$ cat src/rtl/div_sched_pkg.sv
// Shared types and constants for the divider scheduler and the
// Q24.8 divider wrapper.
package div_sched_pkg;

    localparam int N  = 32;
    localparam int FP = 8;

    typedef enum logic [2:0] {
        IDLE,
        ISSUE,
        BUSY,
        DONE,
        RESP
    } state_t;

endpackage

$ cat src/rtl/rr_picker.sv
// Round-robin priority search: first active request at or after ptr,
// wrapping modulo NREQ.
module rr_picker #(
    parameter int NREQ = 4,
    parameter int IDW  = 2
) (
    input  logic [NREQ-1:0] req_valid,
    input  logic [IDW-1:0]  ptr,
    output logic [NREQ-1:0] grant,
    output logic [IDW-1:0]  grant_idx
);

    always_comb begin
        logic           found;
        logic [IDW-1:0] idx;
        found     = 1'b0;
        idx       = '0;
        grant     = '0;
        grant_idx = '0;
        for (int k = 0; k < NREQ; k++) begin
            idx = IDW'((int'(ptr) + k) % NREQ);
            if (!found && req_valid[idx]) begin
                found      = 1'b1;
                grant[idx] = 1'b1;
                grant_idx  = idx;
            end
        end
    end

endmodule

$ cat src/rtl/div_sched.sv
// Shares one Q24.8 divider among NREQ requesters, one division at a
// time, returning each result to its owner with a one-cycle pulse.
module div_sched
    import div_sched_pkg::*;
#(
    parameter int NREQ = 4,
    parameter int N    = div_sched_pkg::N,
    parameter int IDW  = $clog2(NREQ)
) (
    input  logic              clk,
    input  logic              rst,
    input  logic [NREQ-1:0]   req_valid,
    input  logic [NREQ*N-1:0] req_a,
    input  logic [NREQ*N-1:0] req_b,
    output logic [NREQ-1:0]   req_ready,
    output logic [NREQ-1:0]   rsp_valid,
    output logic [N-1:0]      rsp_data,
    output logic              rsp_ovf,
    output logic              rsp_inv,
    output logic [IDW-1:0]    rsp_id,
    output logic [N-1:0]      div_a,
    output logic [N-1:0]      div_b,
    output logic              div_valid,
    input  logic [N-1:0]      div_out,
    input  logic              div_ovf,
    input  logic              div_inv,
    input  logic              div_ready
);

    state_t         state, state_nx;
    logic [IDW-1:0] ptr;
    logic [IDW-1:0] owner;
    logic [NREQ-1:0] grant;
    logic [IDW-1:0] g_idx;
    logic           grant_en;
    logic           cap_en;

    logic [N-1:0] a_arr [NREQ];
    logic [N-1:0] b_arr [NREQ];

    for (genvar i = 0; i < NREQ; i++) begin : g_split
        assign a_arr[i] = req_a[i*N +: N];
        assign b_arr[i] = req_b[i*N +: N];
    end

    rr_picker #(
        .NREQ (NREQ),
        .IDW  (IDW)
    ) u_pick (
        .req_valid (req_valid),
        .ptr       (ptr),
        .grant     (grant),
        .grant_idx (g_idx)
    );

    always_ff @(posedge clk or posedge rst) begin
        if (rst) state <= IDLE;
        else     state <= state_nx;
    end

    always_comb begin
        state_nx = state;
        grant_en = 1'b0;
        cap_en   = 1'b0;
        case (state)
            IDLE: begin
                if (|req_valid && div_ready) begin
                    grant_en = 1'b1;
                    state_nx = ISSUE;
                end
            end
            ISSUE: state_nx = BUSY;
            // BUSY spans the start pulse and ends once the divider drops ready
            BUSY: begin
                if (!div_ready) state_nx = DONE;
            end
            DONE: begin
                if (div_ready) begin
                    cap_en   = 1'b1;
                    state_nx = RESP;
                end
            end
            RESP:    state_nx = IDLE;
            default: state_nx = IDLE;
        endcase
    end

    always_ff @(posedge clk or posedge rst) begin
        if (rst) begin
            ptr       <= '0;
            owner     <= '0;
            req_ready <= '0;
            rsp_valid <= '0;
            div_valid <= 1'b0;
            div_a     <= '0;
            div_b     <= '0;
            rsp_data  <= '0;
            rsp_ovf   <= 1'b0;
            rsp_inv   <= 1'b0;
            rsp_id    <= '0;
        end else begin
            req_ready <= grant_en ? grant : '0;
            div_valid <= (state == ISSUE);
            rsp_valid <= '0;
            if (grant_en) begin
                div_a <= a_arr[g_idx];
                div_b <= b_arr[g_idx];
                owner <= g_idx;
                ptr   <= (g_idx == IDW'(NREQ - 1)) ? '0 : g_idx + 1'b1;
            end
            if (cap_en) begin
                rsp_data  <= div_out;
                rsp_ovf   <= div_ovf;
                rsp_inv   <= div_inv;
                rsp_id    <= owner;
                rsp_valid <= NREQ'(1) << owner;
            end
        end
    end

endmodule

$ cat config.mk
export PLATFORM = sky130hd
export DESIGN_NAME = div_sched
export DESIGN_NICKNAME = d
export VERILOG_FILES = /design/src/rtl/div_sched_pkg.sv /design/src/rtl/rr_picker.sv /design/src/rtl/div_sched.sv
export SDC_FILE = /design/constraint.sdc
export NUM_CORES = 1
export LEC_CHECK = 0
export BUFFER_PORTS_ARGS = -buffer_cell sky130_fd_sc_hd__buf_4
export CORE_AREA = 8 8 153 155
export CTS_CLUSTER_DIAMETER = 120
export CTS_CLUSTER_SIZE = 12
export DETAILED_ROUTE_END_ITERATION = 10
export DIE_AREA = 0 0 161 163
export SYNTH_ARGS = -nofsm -noshare
export SYNTH_HDL_FRONTEND = slang
export SYNTH_SLANG_ARGS = --single-unit
$ cat constraint.sdc
create_clock -name clk -period 5.6 [get_ports clk]
set_input_delay 0.56 -clock clk [delete_from_list [all_inputs] [get_ports clk]]
set_output_delay 0.56 -clock clk [all_outputs]
set_load 0.005 [all_outputs]
After elaboration in Yosys (flattened, before gate mapping)
Index checks and enable logic that the tools add are counted.

Input bits: 297. Word-level logic and storage cells: 95. Output and inout port bits: 109. Bits in registers: 116.

Magnitude comparators: 9. $add $sub $neg: 4. Shift-type cells: 1. Mux-type cells: 44. Bitwise operators: 4. Reduce and logical (&&, ||, !) cells: 14. Equal/unequal tests: 7.

Operators with widths (count): $bmux 32 s2 (2); $mux 32 (4); $mux 4 (6); $mux 1 (15); $lt 2x3->1 const B (4); $or 4x4->4 (3); $pmux 3 s4 (1); $mux 2 (5); $mux 3 (3); $bmux 1 s2 (4); $demux 1 s2 (4); $ge 2x1->1 const B (4); $logic_and 1x1->1 (8); $eq 3x2->1 const B (2); $ne 2x2->1 const B (3); $add 2x1->2 const B (2); $add 2x2->2 const B (2); $reduce_or 4->1 (1); $shl 1x2->4 const A (1); $eq 3x1->1 const B (1); $ge 3x3->1 const B (1); $logic_not 1->1 (3); $logic_not 3->1 (1); $not 2->3 (1); 2 further kinds (2).

Depth between registers and ports, before layout
Depth after elaboration: 16. Depth in mapped cells: 13. Depth with buffers taken out: 8.

By module
A second synthesis with hierarchy kept.

Cells, all modules: 454. Area total of the unflattened synthesis: 6568.8 µm².

Modules (own cells, without submodules): div_sched (cells an instance 408, instances 1, area an instance 6149.6 µm²); rr_picker (cells an instance 46, instances 1, area an instance 419.2 µm²).

Worst setup path after synthesis
No wires, ideal clock.

Kind: reg-to-reg. Start: register ptr[0]. End: register div_b[10]. Library setup time: 133 ps. Setup slack: 2698 ps. Stages on the path, launching flop included: 14. Data required time: 5467 ps. Period minus slack after synthesis: 2902 ps. Arrival: 2769 ps. Path buffers: 5. Cells stage by stage: dfrtp_1 -> buf_4 -> inv_1 -> ha_1 -> buf_2 -> nor3b_1 -> o21ai_1 -> o21ai_1 -> o22a_1 -> buf_4 -> buf_6 -> buf_4 -> mux2i_1 -> o221ai_2.

Longest elaborated chain between the ends: 16.

Ends and longest elaborated chain: from (decl) (RTL line div_sched.sv:31) `logic [IDW-1:0] ptr;`; from (signal assigned) (RTL line div_sched.sv:109) `ptr <= (g_idx == IDW'(NREQ - 1)) ? '0 : g_idx + 1'b1;`; branches (longest 11 deep; another with $add 2x1->2); $mux 2 * (RTL line rr_picker.sv:22) `if (!found && req_valid[idx]) begin`; $not 2->3 (not written as such) * (RTL line div_sched.sv:107) `div_b <= b_arr[g_idx];`; $bmux 32 s2 * (RTL line div_sched.sv:107); $mux 32 (not written as such) * (2 in a row) (RTL line div_sched.sv:107); to (signal assigned) (RTL line div_sched.sv:107); to (decl) (RTL line div_sched.sv:22) `output logic [N-1:0] div_b,`.

Mark *: on every way between the ends. The select of a mux whose other input is x is not followed. A chain may end at the register's enable or synchronous reset.

Worst setup path after layout
Start: register ptr[0]. End: register div_b[21].

Same word-level chain as after synthesis.

==> results.cfg <==
[status]
status = finished clean

[placement]
io_buffers = 405
pre_cts_slack_ns = 1.81
finalWeightedCongestion = 0.842
dp_hpwl_um = 21600

[clock_network]
cts.sinks = 116
cts_tree = yes
tritoncts.num_buffers = 17
cts_hold_buffers = 0
clkTransAtPathRegs_ns = 0.06
cts_root_buf = clkbuf_16
clk_latency_ns = 0.41
clk_path_buf_depth = 2
cts_resized = 0
h-tree-depth = 4
cts_setup_buffers = 0

[pwr]
ir_drop_v = 0.000577
power_per_cell_area_mw_per_mm2 = 521
p_leak_nw = 5.33

[global_route]
grt_overflow = 0
grtUsageTotal_pct = 20.3
first_global_vias = 6609
antenna_found_initial = 3
grt_max_degree = 89
grt_pass1_wl_um = 41000

[synthesis]
yosys_most_used_dff = dfrtp_1
syn_area_per_cell_sq_um = 11.0
ys_top_cells_by_area = dfrtp_1 (43%), mux2i_1 (19%), o221ai_2 (13%)
yosysWarnings = 0
synth_area_leader_cell = dfrtp_1
ys_seq_area_share_pct = 42.6
netlist.area_leader.share_pct = 42.6
synth_cell_type_count = 49
postSynthCellCount = 621
async_flop_share_pct = 100
ys_ff_latch = 116
synthesis.area_sq_mm = 0.00682
synth-edff-count = 0
syn-num-nets = 926

[drt]
dr.pass1.iters = 4
wl_met3_um = 2460
detail_route.wl_per_cell_um = 21.4
vias = 6289
drtIter0Drc = 361
met2_length_um = 13700
met1_length_um = 10900
wirelength_um = 27700
top_layer = met5
drc = 0
viasPerCell = 4.86
ant_nets = 0

[worst_setup_path]
crit_path_start_kind = flop
worstSetupPathType = flop to flop
cp_top_family = buffers and inverters
crit_buf_inv = 3
crit_chain = inv_1, ha_1, mux4_2, inv_2, a211oi_4, mux2i_4, nand2b_4, buf_4, o221ai_2
reg2reg_to = div_b[21]
critical_path.endpoint_type = flop
r2r_slack_ns = 1.77
cp-endpoint = div_b[21]
critPathMaxFanout = 46
path_depth = 9
reg2reg_depth = 9
critical-path-slowest-cell = nand2b_4
max_stage_delay_ns = 0.73
cp.arrival_ns = 4.11
cp-startpoint = ptr[0]
crit_required_ns = 5.88
r2r-start = ptr[0]

[die]
fp.dieW_um = 161
die_h_um = 163
dieArea_sq_mm = 0.0262
coreArea_sq_mm = 0.0208
rows = 53
start_util_pct = 32.7
io_pins = 406

[finish]
drive_gt1_share_pct = 50.9
final_cell_mix = buf_4 (412), nand2_1 (176), mux2i_1 (131)
layout.cells.most_common = buf_4
fin_nets = 1308
area_delta_synth_final_pct = 54.8
fill_cells = 1938

[timing]
slew_headroom_pct = 23.2
setup_ws_ns = 1.77
max_freq_mhz = 261
hold_viol = 0
post-route-period-util_pct = 68.3
setup_tns_ns = 0
clock_skew_ns = 0.00878
worstMarginPinSlew_ns = 1.15
rsz0062_at_grt = false
slew_viol_final = 0
setup_viol = 0
layout_min_cycle_time_ns = 3.83

[hold_path]
hp-class = input port to asynchronous set/reset pin

[flow_run]
drv_cap = 0
cells by family (layout without fill, tap and decap cells):
logic type / Yosys count / count (layout) / synth area share, %
mux: 135 / 135 / 20.4
other cells: 0 / 2 / 0
flops: 116 / 116 / 42.6
buf+inv: 56 / 451 / 5.54
compound gates: 98 / 98 / 17.3
xor+xnor: 1 / 1 / 0.128
fa+ha+maj: 8 / 8 / 1.47
simple gates: 207 / 207 / 12.6
worst register-to-register path: cells and delay by family, from the launching register on:
family / cells / cell delay, ns
fa+ha+maj: 1 / 0.53
mux: 2 / 0.70
simple gates: 1 / 0.73
compound gates: 2 / 0.22
buf+inv: 3 / 0.89
flops: 1 / 0.62
synthesized netlist by cell type (2+ instances only):
cell type	n
a22oi_1	9
buf_12	6
a211oi_1	4
a21o_1	3
buf_4	5
nor2_1	9
mux2i_1	131
mux4_2	2
and2_1	5
nand2_1	176
ha_1	8
and3b_1	2
o221ai_1	4
dfrtp_1	116
clkbuf_1	15
buf_6	2
o221ai_2	59
buf_2	20
nor3b_1	4
o21ai_0	7
o21ai_1	2
inv_1	5
sequential cells by signal, indices dropped and copies added (netlist names):
name       count
rsp_data      32
req_ready      4
rsp_id         2
ptr            2
div_a         32
owner          2
div_b         32
rsp_ovf        1
div_valid      1
rsp_inv        1
state          3
rsp_valid      4
where the power goes:
group / switching [mW] / internal [mW]
clock: 0.419 / 0.717
combinational: 1.47 / 1.44
sequential: 0.245 / 1.21
total: 2.13 / 3.36
layer usage:
layer / vias up / GRT usage, %
met2: 298 / 33.7
met3: 31 / 7.51
met5: - / 0
li1: 3015 / -
met1: 2943 / 23.7
met4: 2 / 7.24
area by class of cell:
cell class	count	area [sq um]	share of cell area, %
Antenna cell	2	5.00	0.0474
Clock buffer	18	439	4.16
Clock inverter	14	175	1.66
Inverter	6	25.0	0.237
Multi-Input combinational cell	449	3550	33.7
Sequential cell	116	2900	27.5
Tap cell	275	344	3.26
Timing Repair Buffer	413	3110	29.5
stage by stage:
stage	util, %	total power, mW	cell area, sq um	hold WS, ns	cells
global route	50.7	5.87	10600	0.316	1293
global placement	47.7	4.39	9940	0.461	1259
finish	50.7	5.50	10600	0.261	1293
floorplan	-	3.34	6820	0.465	621
CTS	50.7	5.57	10600	0.292	1291
detailed placement	47.7	4.41	9940	0.464	1259
worst min-delay path by stage:
stage	from	to	slack (ns)	cells past startpoint
after floorplan	owner[1]	rsp_valid[1]	0.47	1
after global placement	rsp_data[19]	rsp_data[19]	0.46	2
after detailed placement	rsp_data[12]	rsp_data[12]	0.46	2
after CTS	rst	div_b[13]	0.29	2
after global routing	rst	div_b[14]	0.32	2
final	rst	div_b[10]	0.26	2
Power figures use the tool's default switching activity.
